## config.mk

```make
export PLATFORM = sky130hd
export DESIGN_NAME = sprite_tile_fetcher_flat
export DESIGN_NICKNAME = d
export VERILOG_FILES = /design/src/rtl/sprite_tile_fetcher_if.sv /design/src/rtl/sprite_tile_fetcher.sv /design/src/flat_wrapper.sv
export SDC_FILE = /design/constraint.sdc
export NUM_CORES = 1
export LEC_CHECK = 0
export CORE_MARGIN = 2
export CORE_UTILIZATION = 40
export DETAILED_ROUTE_END_ITERATION = 10
export PLACE_DENSITY_LB_ADDON = 0.12
export SLEW_MARGIN = 20
export SYNTH_ARGS = -nofsm -noshare
export SYNTH_HDL_FRONTEND = slang
export SYNTH_SLANG_ARGS = --single-unit
```

## constraint.sdc

```tcl
create_clock -name clk -period 6.3 [get_ports clk]
set_input_delay 1.26 -clock clk [delete_from_list [all_inputs] [get_ports clk]]
set_output_delay 1.26 -clock clk [all_outputs]
set_load 0.01 [all_outputs]
```

## src/rtl/sprite_tile_fetcher_if.sv

```systemverilog
// Bundle of the request, sprite ROM and pixel stream signals around sprite_tile_fetcher.
// slave is the fetcher itself; master is the scene logic, ROM and renderer driving it.
interface sprite_tile_fetcher_if #(
  parameter int PIX_W = 12
);
  logic             req_valid;
  logic [5:0]       req_id;
  logic             req_mirror;
  logic             req_ready;
  logic             rom_en;
  logic [17:0]      rom_addr;
  logic [PIX_W-1:0] rom_data;
  logic             pix_valid;
  logic             pix_ready;
  logic [PIX_W-1:0] pix_data;
  logic [5:0]       pix_x;
  logic [5:0]       pix_y;
  logic             pix_last;
  logic             busy;

  modport slave (
    input  req_valid, req_id, req_mirror, rom_data, pix_ready,
    output req_ready, rom_en, rom_addr, pix_valid, pix_data, pix_x, pix_y, pix_last, busy
  );

  modport master (
    output req_valid, req_id, req_mirror, rom_data, pix_ready,
    input  req_ready, rom_en, rom_addr, pix_valid, pix_data, pix_x, pix_y, pix_last, busy
  );
endinterface

```

## src/rtl/sprite_tile_fetcher.sv

```systemverilog
// Streams one 64x64 tile of the 640-wide sprite sheet through a credit-limited ROM pipeline.
// Define SPRITE_MIRROR_EN to enable horizontally mirrored ROM reads.
module sprite_tile_fetcher #(
  parameter int ROM_LAT    = 1,
  parameter int FIFO_DEPTH = 4,
  parameter int PIX_W      = 12
) (
  input logic                  clk,
  input logic                  rst,
  sprite_tile_fetcher_if.slave bus
);
  localparam int PTR_W = (FIFO_DEPTH > 1) ? $clog2(FIFO_DEPTH) : 1;
  localparam int CNT_W = $clog2(FIFO_DEPTH + 1);
  localparam int LAT_W = $clog2(ROM_LAT + 1);
  localparam logic [17:0] SKY_BASE = 18'd163840;
  localparam logic [17:0] ROW_STEP = 18'd640;

  typedef enum logic [1:0] {IDLE, LOAD, ISSUE, DRAIN} state_t;

  state_t            r_state, w_nextState;
  logic [5:0]        r_id;
  logic [17:0]       r_rowBase;
  logic [5:0]        r_x, r_y;
  logic [ROM_LAT-1:0] r_tokValid;
  logic [5:0]        r_tokX [ROM_LAT];
  logic [5:0]        r_tokY [ROM_LAT];
  logic [PIX_W-1:0]  r_fifoData [FIFO_DEPTH];
  logic [5:0]        r_fifoX [FIFO_DEPTH];
  logic [5:0]        r_fifoY [FIFO_DEPTH];
  logic [PTR_W-1:0]  r_wrPtr, r_rdPtr;
  logic [CNT_W-1:0]  r_count;

  logic [2:0]        w_row;
  logic [3:0]        w_colTile;
  logic [17:0]       w_base;
  logic [5:0]        w_col;
  logic [LAT_W-1:0]  w_inFlight;
  logic [7:0]        w_used;
  logic              w_issue, w_push, w_pop, w_pixValid;

  function automatic logic [PTR_W-1:0] nextPtr(input logic [PTR_W-1:0] p);
    return (p == PTR_W'(FIFO_DEPTH - 1)) ? '0 : p + 1'b1;
  endfunction

  always_comb begin
    w_row     = 3'(r_id / 6'd10);
    w_colTile = 4'(r_id % 6'd10);
    if (r_id == 6'd41 || r_id == 6'd47 || r_id >= 6'd50) w_base = SKY_BASE;
    else w_base = 18'(w_row) * 18'd40960 + 18'(w_colTile) * 18'd64;
  end

`ifdef SPRITE_MIRROR_EN
  logic r_mirror;

  always_ff @(posedge clk or posedge rst) begin
    if (rst) r_mirror <= 1'b0;
    else if (r_state == IDLE && bus.req_valid) r_mirror <= bus.req_mirror;
  end

  assign w_col = r_mirror ? (6'd63 - r_x) : r_x;
`else
  assign w_col = r_x;
`endif

  always_comb begin
    w_inFlight = '0;
    for (int i = 0; i < ROM_LAT; i++) w_inFlight = w_inFlight + LAT_W'(r_tokValid[i]);
  end

  assign w_pixValid = (r_count != '0);
  assign w_pop      = w_pixValid && bus.pix_ready;
  assign w_push     = r_tokValid[ROM_LAT-1];
  // A pop this cycle frees its slot in time for a read issued now, keeping 1 pixel/cycle.
  assign w_used     = 8'(w_inFlight) + 8'(r_count) - 8'(w_pop);

  always_comb begin
    w_nextState = r_state;
    w_issue     = 1'b0;
    unique case (r_state)
      IDLE:  if (bus.req_valid) w_nextState = LOAD;
      LOAD:  w_nextState = ISSUE;
      ISSUE: begin
        w_issue = (w_used < 8'(FIFO_DEPTH));
        if (w_issue && r_x == 6'd63 && r_y == 6'd63) w_nextState = DRAIN;
      end
      DRAIN: if (r_count == '0 && w_inFlight == '0) w_nextState = IDLE;
      default: w_nextState = IDLE;
    endcase
  end

  always_ff @(posedge clk or posedge rst) begin
    if (rst) begin
      r_state   <= IDLE;
      r_id      <= '0;
      r_rowBase <= '0;
      r_x       <= '0;
      r_y       <= '0;
    end else begin
      r_state <= w_nextState;
      if (r_state == IDLE && bus.req_valid) r_id <= bus.req_id;
      if (r_state == LOAD) begin
        r_rowBase <= w_base;
        r_x       <= '0;
        r_y       <= '0;
      end else if (w_issue) begin
        r_x <= r_x + 6'd1;
        if (r_x == 6'd63) begin
          r_y       <= r_y + 6'd1;
          r_rowBase <= r_rowBase + ROW_STEP;
        end
      end
    end
  end

  // Each token carries the output-order coordinates of one outstanding ROM read.
  always_ff @(posedge clk or posedge rst) begin
    if (rst) begin
      r_tokValid <= '0;
      for (int i = 0; i < ROM_LAT; i++) begin
        r_tokX[i] <= '0;
        r_tokY[i] <= '0;
      end
    end else begin
      r_tokValid[0] <= w_issue;
      r_tokX[0]     <= r_x;
      r_tokY[0]     <= r_y;
      for (int i = 1; i < ROM_LAT; i++) begin
        r_tokValid[i] <= r_tokValid[i-1];
        r_tokX[i]     <= r_tokX[i-1];
        r_tokY[i]     <= r_tokY[i-1];
      end
    end
  end

  always_ff @(posedge clk or posedge rst) begin
    if (rst) begin
      r_wrPtr <= '0;
      r_rdPtr <= '0;
      r_count <= '0;
      for (int i = 0; i < FIFO_DEPTH; i++) begin
        r_fifoData[i] <= '0;
        r_fifoX[i]    <= '0;
        r_fifoY[i]    <= '0;
      end
    end else begin
      if (w_push) begin
        r_fifoData[r_wrPtr] <= bus.rom_data;
        r_fifoX[r_wrPtr]    <= r_tokX[ROM_LAT-1];
        r_fifoY[r_wrPtr]    <= r_tokY[ROM_LAT-1];
        r_wrPtr             <= nextPtr(r_wrPtr);
      end
      if (w_pop) r_rdPtr <= nextPtr(r_rdPtr);
      if (w_push && !w_pop) r_count <= r_count + 1'b1;
      else if (!w_push && w_pop) r_count <= r_count - 1'b1;
    end
  end

  assign bus.req_ready = (r_state == IDLE);
  assign bus.busy      = (r_state != IDLE);
  assign bus.rom_en    = w_issue;
  assign bus.rom_addr  = r_rowBase + 18'(w_col);
  assign bus.pix_valid = w_pixValid;
  assign bus.pix_data  = r_fifoData[r_rdPtr];
  assign bus.pix_x     = r_fifoX[r_rdPtr];
  assign bus.pix_y     = r_fifoY[r_rdPtr];
  assign bus.pix_last  = w_pixValid && (r_fifoX[r_rdPtr] == 6'd63) && (r_fifoY[r_rdPtr] == 6'd63);
endmodule
```

## src/flat_wrapper.sv

```systemverilog
// flat-port wrapper written by rule: the top's interface ports become plain ports
module sprite_tile_fetcher_flat 
#(
  parameter int ROM_LAT    = 1,
  parameter int FIFO_DEPTH = 4,
  parameter int PIX_W      = 12
)
  (clk, rst, bus_req_valid, bus_req_id, bus_req_mirror, bus_rom_data, bus_pix_ready, bus_req_ready, bus_rom_en, bus_rom_addr, bus_pix_valid, bus_pix_data, bus_pix_x, bus_pix_y, bus_pix_last, bus_busy);
  sprite_tile_fetcher_if #(.PIX_W(PIX_W)) bus_i ();
  input logic clk;
  input logic rst;
  input wire logic [$bits(bus_i.req_valid)-1:0] bus_req_valid;
  input wire logic [$bits(bus_i.req_id)-1:0] bus_req_id;
  input wire logic [$bits(bus_i.req_mirror)-1:0] bus_req_mirror;
  input wire logic [$bits(bus_i.rom_data)-1:0] bus_rom_data;
  input wire logic [$bits(bus_i.pix_ready)-1:0] bus_pix_ready;
  output wire logic [$bits(bus_i.req_ready)-1:0] bus_req_ready;
  output wire logic [$bits(bus_i.rom_en)-1:0] bus_rom_en;
  output wire logic [$bits(bus_i.rom_addr)-1:0] bus_rom_addr;
  output wire logic [$bits(bus_i.pix_valid)-1:0] bus_pix_valid;
  output wire logic [$bits(bus_i.pix_data)-1:0] bus_pix_data;
  output wire logic [$bits(bus_i.pix_x)-1:0] bus_pix_x;
  output wire logic [$bits(bus_i.pix_y)-1:0] bus_pix_y;
  output wire logic [$bits(bus_i.pix_last)-1:0] bus_pix_last;
  output wire logic [$bits(bus_i.busy)-1:0] bus_busy;
  assign bus_i.req_valid = bus_req_valid;
  assign bus_i.req_id = bus_req_id;
  assign bus_i.req_mirror = bus_req_mirror;
  assign bus_i.rom_data = bus_rom_data;
  assign bus_i.pix_ready = bus_pix_ready;
  assign bus_req_ready = bus_i.req_ready;
  assign bus_rom_en = bus_i.rom_en;
  assign bus_rom_addr = bus_i.rom_addr;
  assign bus_pix_valid = bus_i.pix_valid;
  assign bus_pix_data = bus_i.pix_data;
  assign bus_pix_x = bus_i.pix_x;
  assign bus_pix_y = bus_i.pix_y;
  assign bus_pix_last = bus_i.pix_last;
  assign bus_busy = bus_i.busy;
  sprite_tile_fetcher #(.ROM_LAT(ROM_LAT), .FIFO_DEPTH(FIFO_DEPTH), .PIX_W(PIX_W)) u_core (.clk(clk), .rst(rst), .bus(bus_i));
endmodule
```

# After elaboration in Yosys (flattened, before gate mapping)
# Cells that the tools add are included.
[totals]
regBits = 154
latchBits = 0
ram_bits = 0
rom_bits = 0
elab_cells = 116
n_memories = 0
[classes]
addsub = 11
multipliers = 1
n_div = 2
order_cmp = 5
eq_ne = 14
shift = 0
n_mux = 34
n_bitwise = 3
reduce_logical = 23
[op_table]
columns = ["cell", "count"]
rows = [
  ["$mux 18", 4],
  ["$mux 6", 10],
  ["$bwmux 24", 2],
  ["$bwmux 48", 1],
  ["$eq 6x6->1 const B", 6],
  ["$mux 12", 3],
  ["$bmux 12 s2", 1],
  ["$bmux 6 s2", 2],
  ["$demux 12 s2", 1],
  ["$add 18x10->18", 1],
  ["$add 18x10->18 const B", 1],
  ["$add 18x6->18", 1],
  ["$add 6x1->6 const B", 2],
  ["$demux 6 s2", 1],
  ["$logic_and 1x1->1", 10],
  ["$mux 2", 5],
  ["$eq 2x2->1 const B", 4],
  ["$lt 8x3->1 const B", 1],
  ["$pmux 2 s4", 1],
  ["$reduce_bool 2->1", 4],
  ["$sub 8x1->8", 1],
  ["$div 6x4->6 const B", 1],
  ["$ge 3x3->1 const B", 2],
  ["$ge 6x6->1 const B", 1],
  ["other kinds (21)", 27],
]

# Logic depth before layout (Yosys ltp)
[depth]
depth_word = 8
mapped_depth = 12

# Least setup slack after synthesis
# Ideal clock, no wire load.
[synth_path]
path_type = "input-to-output"
startpoint = "input port bus_pix_ready"
endpoint = "output port bus_rom_en"
t_arrival_ns = 2.278
setup_slack_ns = 2.762
cell_stages = 5
n_path_buf = 0
path_cell_list = "o31ai_4 > nor4_1 > ha_1 > nand3b_1 > a21oi_1"
[synth_via]
elab_chain_cells = 4
[synth_lines]
columns = ["item", "line", "text"]
rows = [
  ["from (decl)", "flat_wrapper.sv:16", "input wire logic [$bits(bus_i.pix_ready)-1:0] bus_pix_ready;"],
  ["$logic_and 1x1->1", "sprite_tile_fetcher.sv:71", "assign w_pop = w_pixValid && bus.pix_ready;"],
  ["$sub 8x1->8", "sprite_tile_fetcher.sv:74", "assign w_used = 8'(w_inFlight) + 8'(r_count) - 8'(w_pop);"],
  ["$lt 8x3->1", "sprite_tile_fetcher.sv:83", "w_issue = (w_used < 8'(FIFO_DEPTH));"],
  ["$mux 1", "sprite_tile_fetcher.sv:79", "unique case (r_state)"],
  ["to (decl)", "flat_wrapper.sv:18", "output wire logic [$bits(bus_i.rom_en)-1:0] bus_rom_en;"],
]
# No other way between the ends.

# Final worst setup path
# Ends and elaborated chain as after synthesis.

==> metrics.cfg <==
[route]
drtAntennaViolNets=0
avgViaCountPerCell=5.38
vias=4509
wl_per_cell_um=18.1
totalWireLength_mm=15.2
first_pass_iters=4
drcViolationCount=0
drtIter0Drc=161

[outcome]
status=complete, no violations

[worst_setup_path]
path_cells=clkdlybuf4s50_1, o31ai_4, nor4_1, ha_1, nand3b_1, a21oi_1, clkdlybuf4s50_1
crit_fanout=8
critPathRequiredTime_ns=5.04
crit_buf_inv=2
crit_path_top_delay_cell=clkdlybuf4s50_1
cp_top_family=buffers and inverters
end_kind=primary output
cpMostUsedCell=clkdlybuf4s50_1
slowest_delay_ns=0.62
cp.arrival_ns=3.58
start_kind=input pin
path_class=in2out

[global_routing]
grt_start_max_net_pins=110
grt_pass1_vias=4838
grt_overflow=0
grtUsageTotal_pct=16.9
grt_first_pass_wirelength_mm=25.9
grt_antenna_before_repair=0

[placed_design]
routabilityCongestion=0.762
placed_cells=808
place_ws_ns=1.47
portBuffers=68
placed_cell_area_um2=8080
dpl.hpwl_mm=9.83

[cts]
post_cts_buffers=0
postCtsHoldBufs=0
cts_root_buf=clkbuf_16
cts_buffers=17
clock_path_buffers=2
cts.sinks=148
cts_max_level=4
clk_latency_ns=0.41
post_cts_resized=0
cts_tree=built
cts.clk_slew.worst_paths_ns=0.05

[sta]
timing.final.setup_violations=0
hold_violations=0
tns_ns=0
post-route-period-util_pct=76.9
finClkSkew_ns=0.00765
slew_violations=0
fin_ws_ns=1.46
worstMarginPinSlew_ns=0.975
slew_headroom_pct=35.0
rsz0062_at_grt=no
max_freq_mhz=206
fin_crit_ns=4.84

[power_and_ir_drop]
p_seq_share_pct=37.2
swShare_pct=32.0
p_total_uw=4060
leakagePower_uw=0.00373
peakVddDrop_mv=0.216
switching_power_uw=1300
combPwrFrac_pct=36.8
internal_power_uw=2760
clockPowerShare_pct=26.0
p_per_area_nw_per_um2=467

[layout]
area_delta_synth_final_pct=19.9
final_cell_mix=dfrtp_1, mux2_2, clkdlybuf4s50_1
n_antenna_cell=0
stdcell_count=838
final_cell_area_um2=8690
drive_above_1_share_pct=28.9
layout_commonest_cell=dfrtp_1
fin_nets=642

[synthesis]
yosysSeqAreaShare_pct=51.1
synth_cell_types=62
synthArstFlopShare_pct=100
synth_edf_count=0
synth_area_um2=7250
syn_nets=592
synth_ff_type=dfrtp_1
ys_seq_elements=148
yosysWarningCount=0
avgSynthCellArea_um2=13.2
netlist_instances=548

[floorplanning]
core-area_um2=17900
dieArea_um2=19200
fp.dieH_um=139
die_w_um=139
fp-row-count=49
initial_utilization_pct=40.5
io-pin-count=70

[worst_hold_path]
hp-class=reg2reg

[flow_run]
maxCapViolCount=0

## cell type report
type	instances	area (um2)
fill	1586	9210
sequential	148	3700
clock buffer	26	489
clock inverter	4	120
tap	229	287
multi-input combinational	338	3280
timing repair buffer	76	741
inverter	17	68.8
## power by group through the flow
| stage | Clock (uW) | Combinational, uW | Sequential [uW] |
|---|---|---|---|
| finish | 1050 | 1490 | 1510 |
| global route | 1130 | 1650 | 1570 |
| CTS | 1080 | 1520 | 1510 |
| detailed placement | 0 | 1510 | 1530 |
| global placement | 0 | 1470 | 1500 |
| floorplan | 0 | 1170 | 1350 |
## metal layers
layer / GRT usage (%) / vias up / part of all wire, %
met4: 4.94 / 0 / 1.1
li1: - / 2098 / -
met5: 0 / - / 0
met2: 27.8 / 86 / 49
met1: 22.4 / 2312 / 46
met3: 4.25 / 13 / 3.8
## metrics by stage
step                      hold WS [ns]  utilization, %
after floorplan                  0.393               -
after global placement           0.429            45.1
after detailed placement         0.429            45.1
after CTS                        0.445            48.5
after global routing             0.468            48.5
final                            0.444            48.5
## kinds of logic (layout without fill, tap and decap cells)
logic type	count (synthesis)	count (layout)	share of synthesized area, %
xor+xnor	26	26	3.14
flops	148	148	51.1
mux	132	132	24.2
buf+inv	62	123	3.68
compound gates	71	71	7.97
fa+ha+maj	21	21	3.73
simple gates	88	88	6.21
## final timing paths
path	startpoint	endpoint	slack (ns)	depth (start not counted)
max in group asynchronous	rst	u_core.r_fifoY[19]$_DFFE_PP0P_	3.73	3
max	bus_pix_ready	bus_rom_en	1.46	7
max reg2reg	u_core.r_tokValid$_DFF_PP0_	u_core.r_rowBase[14]$_DFFE_PP0P_	2.68	10
min in group asynchronous	rst	u_core.r_count[1]$_DFFE_PP0P_	1.46	2
min	u_core.r_y[1]$_DFFE_PP0P_	u_core.r_tokY[1]$_DFF_PP0_	0.44	0
min reg2reg	u_core.r_y[1]$_DFFE_PP0P_	u_core.r_tokY[1]$_DFF_PP0_	0.44	0
## Yosys cell counts (4+ instances only)
library cell,number,area (um2)
and2_1,4,25.0
a2111oi_0,6,52.6
clkbuf_1,32,120
a211oi_1,8,60.1
nor2b_1,4,25.0
xor2_1,5,43.8
nand2_1,17,63.8
nor3_1,5,25.0
inv_1,17,63.8
ha_1,20,250
xnor2_1,21,184
o21a_1,4,30.0
nor2_1,27,101
mux2_2,105,1180
nand3_1,7,35.0
o22ai_1,4,25.0
buf_2,4,20.0
a21oi_1,10,50.1
dfrtp_1,148,3700
mux4_2,24,541
buf_1,4,15.0
nand4_1,4,25.0
o21ai_0,10,50.1
## flip-flops by register name, indices dropped and copies added, names as in the netlist, 2 cells and up
register and cells:
u_core.r_fifoX 24, u_core.r_tokY 6, u_core.r_wrPtr 2, u_core.r_rdPtr 2
u_core.r_y 6, u_core.r_x 6, u_core.r_tokX 6, u_core.r_id 6
u_core.r_fifoY 24, u_core.r_fifoData 48, u_core.r_state 2, u_core.r_rowBase 12
u_core.r_count 3
## worst reg2reg max path: stages (launching register included)
cell	delay (ns)
dfrtp_1	0.56
ha_1	0.24
ha_1	0.19
xor2_1	0.26
nor4_1	0.09
ha_1	0.31
and4b_1	0.23
nand4b_1	0.55
a21oi_2	0.64
a41oi_1	0.18
o221a_2	0.25
Power figures use the tool's default switching activity.
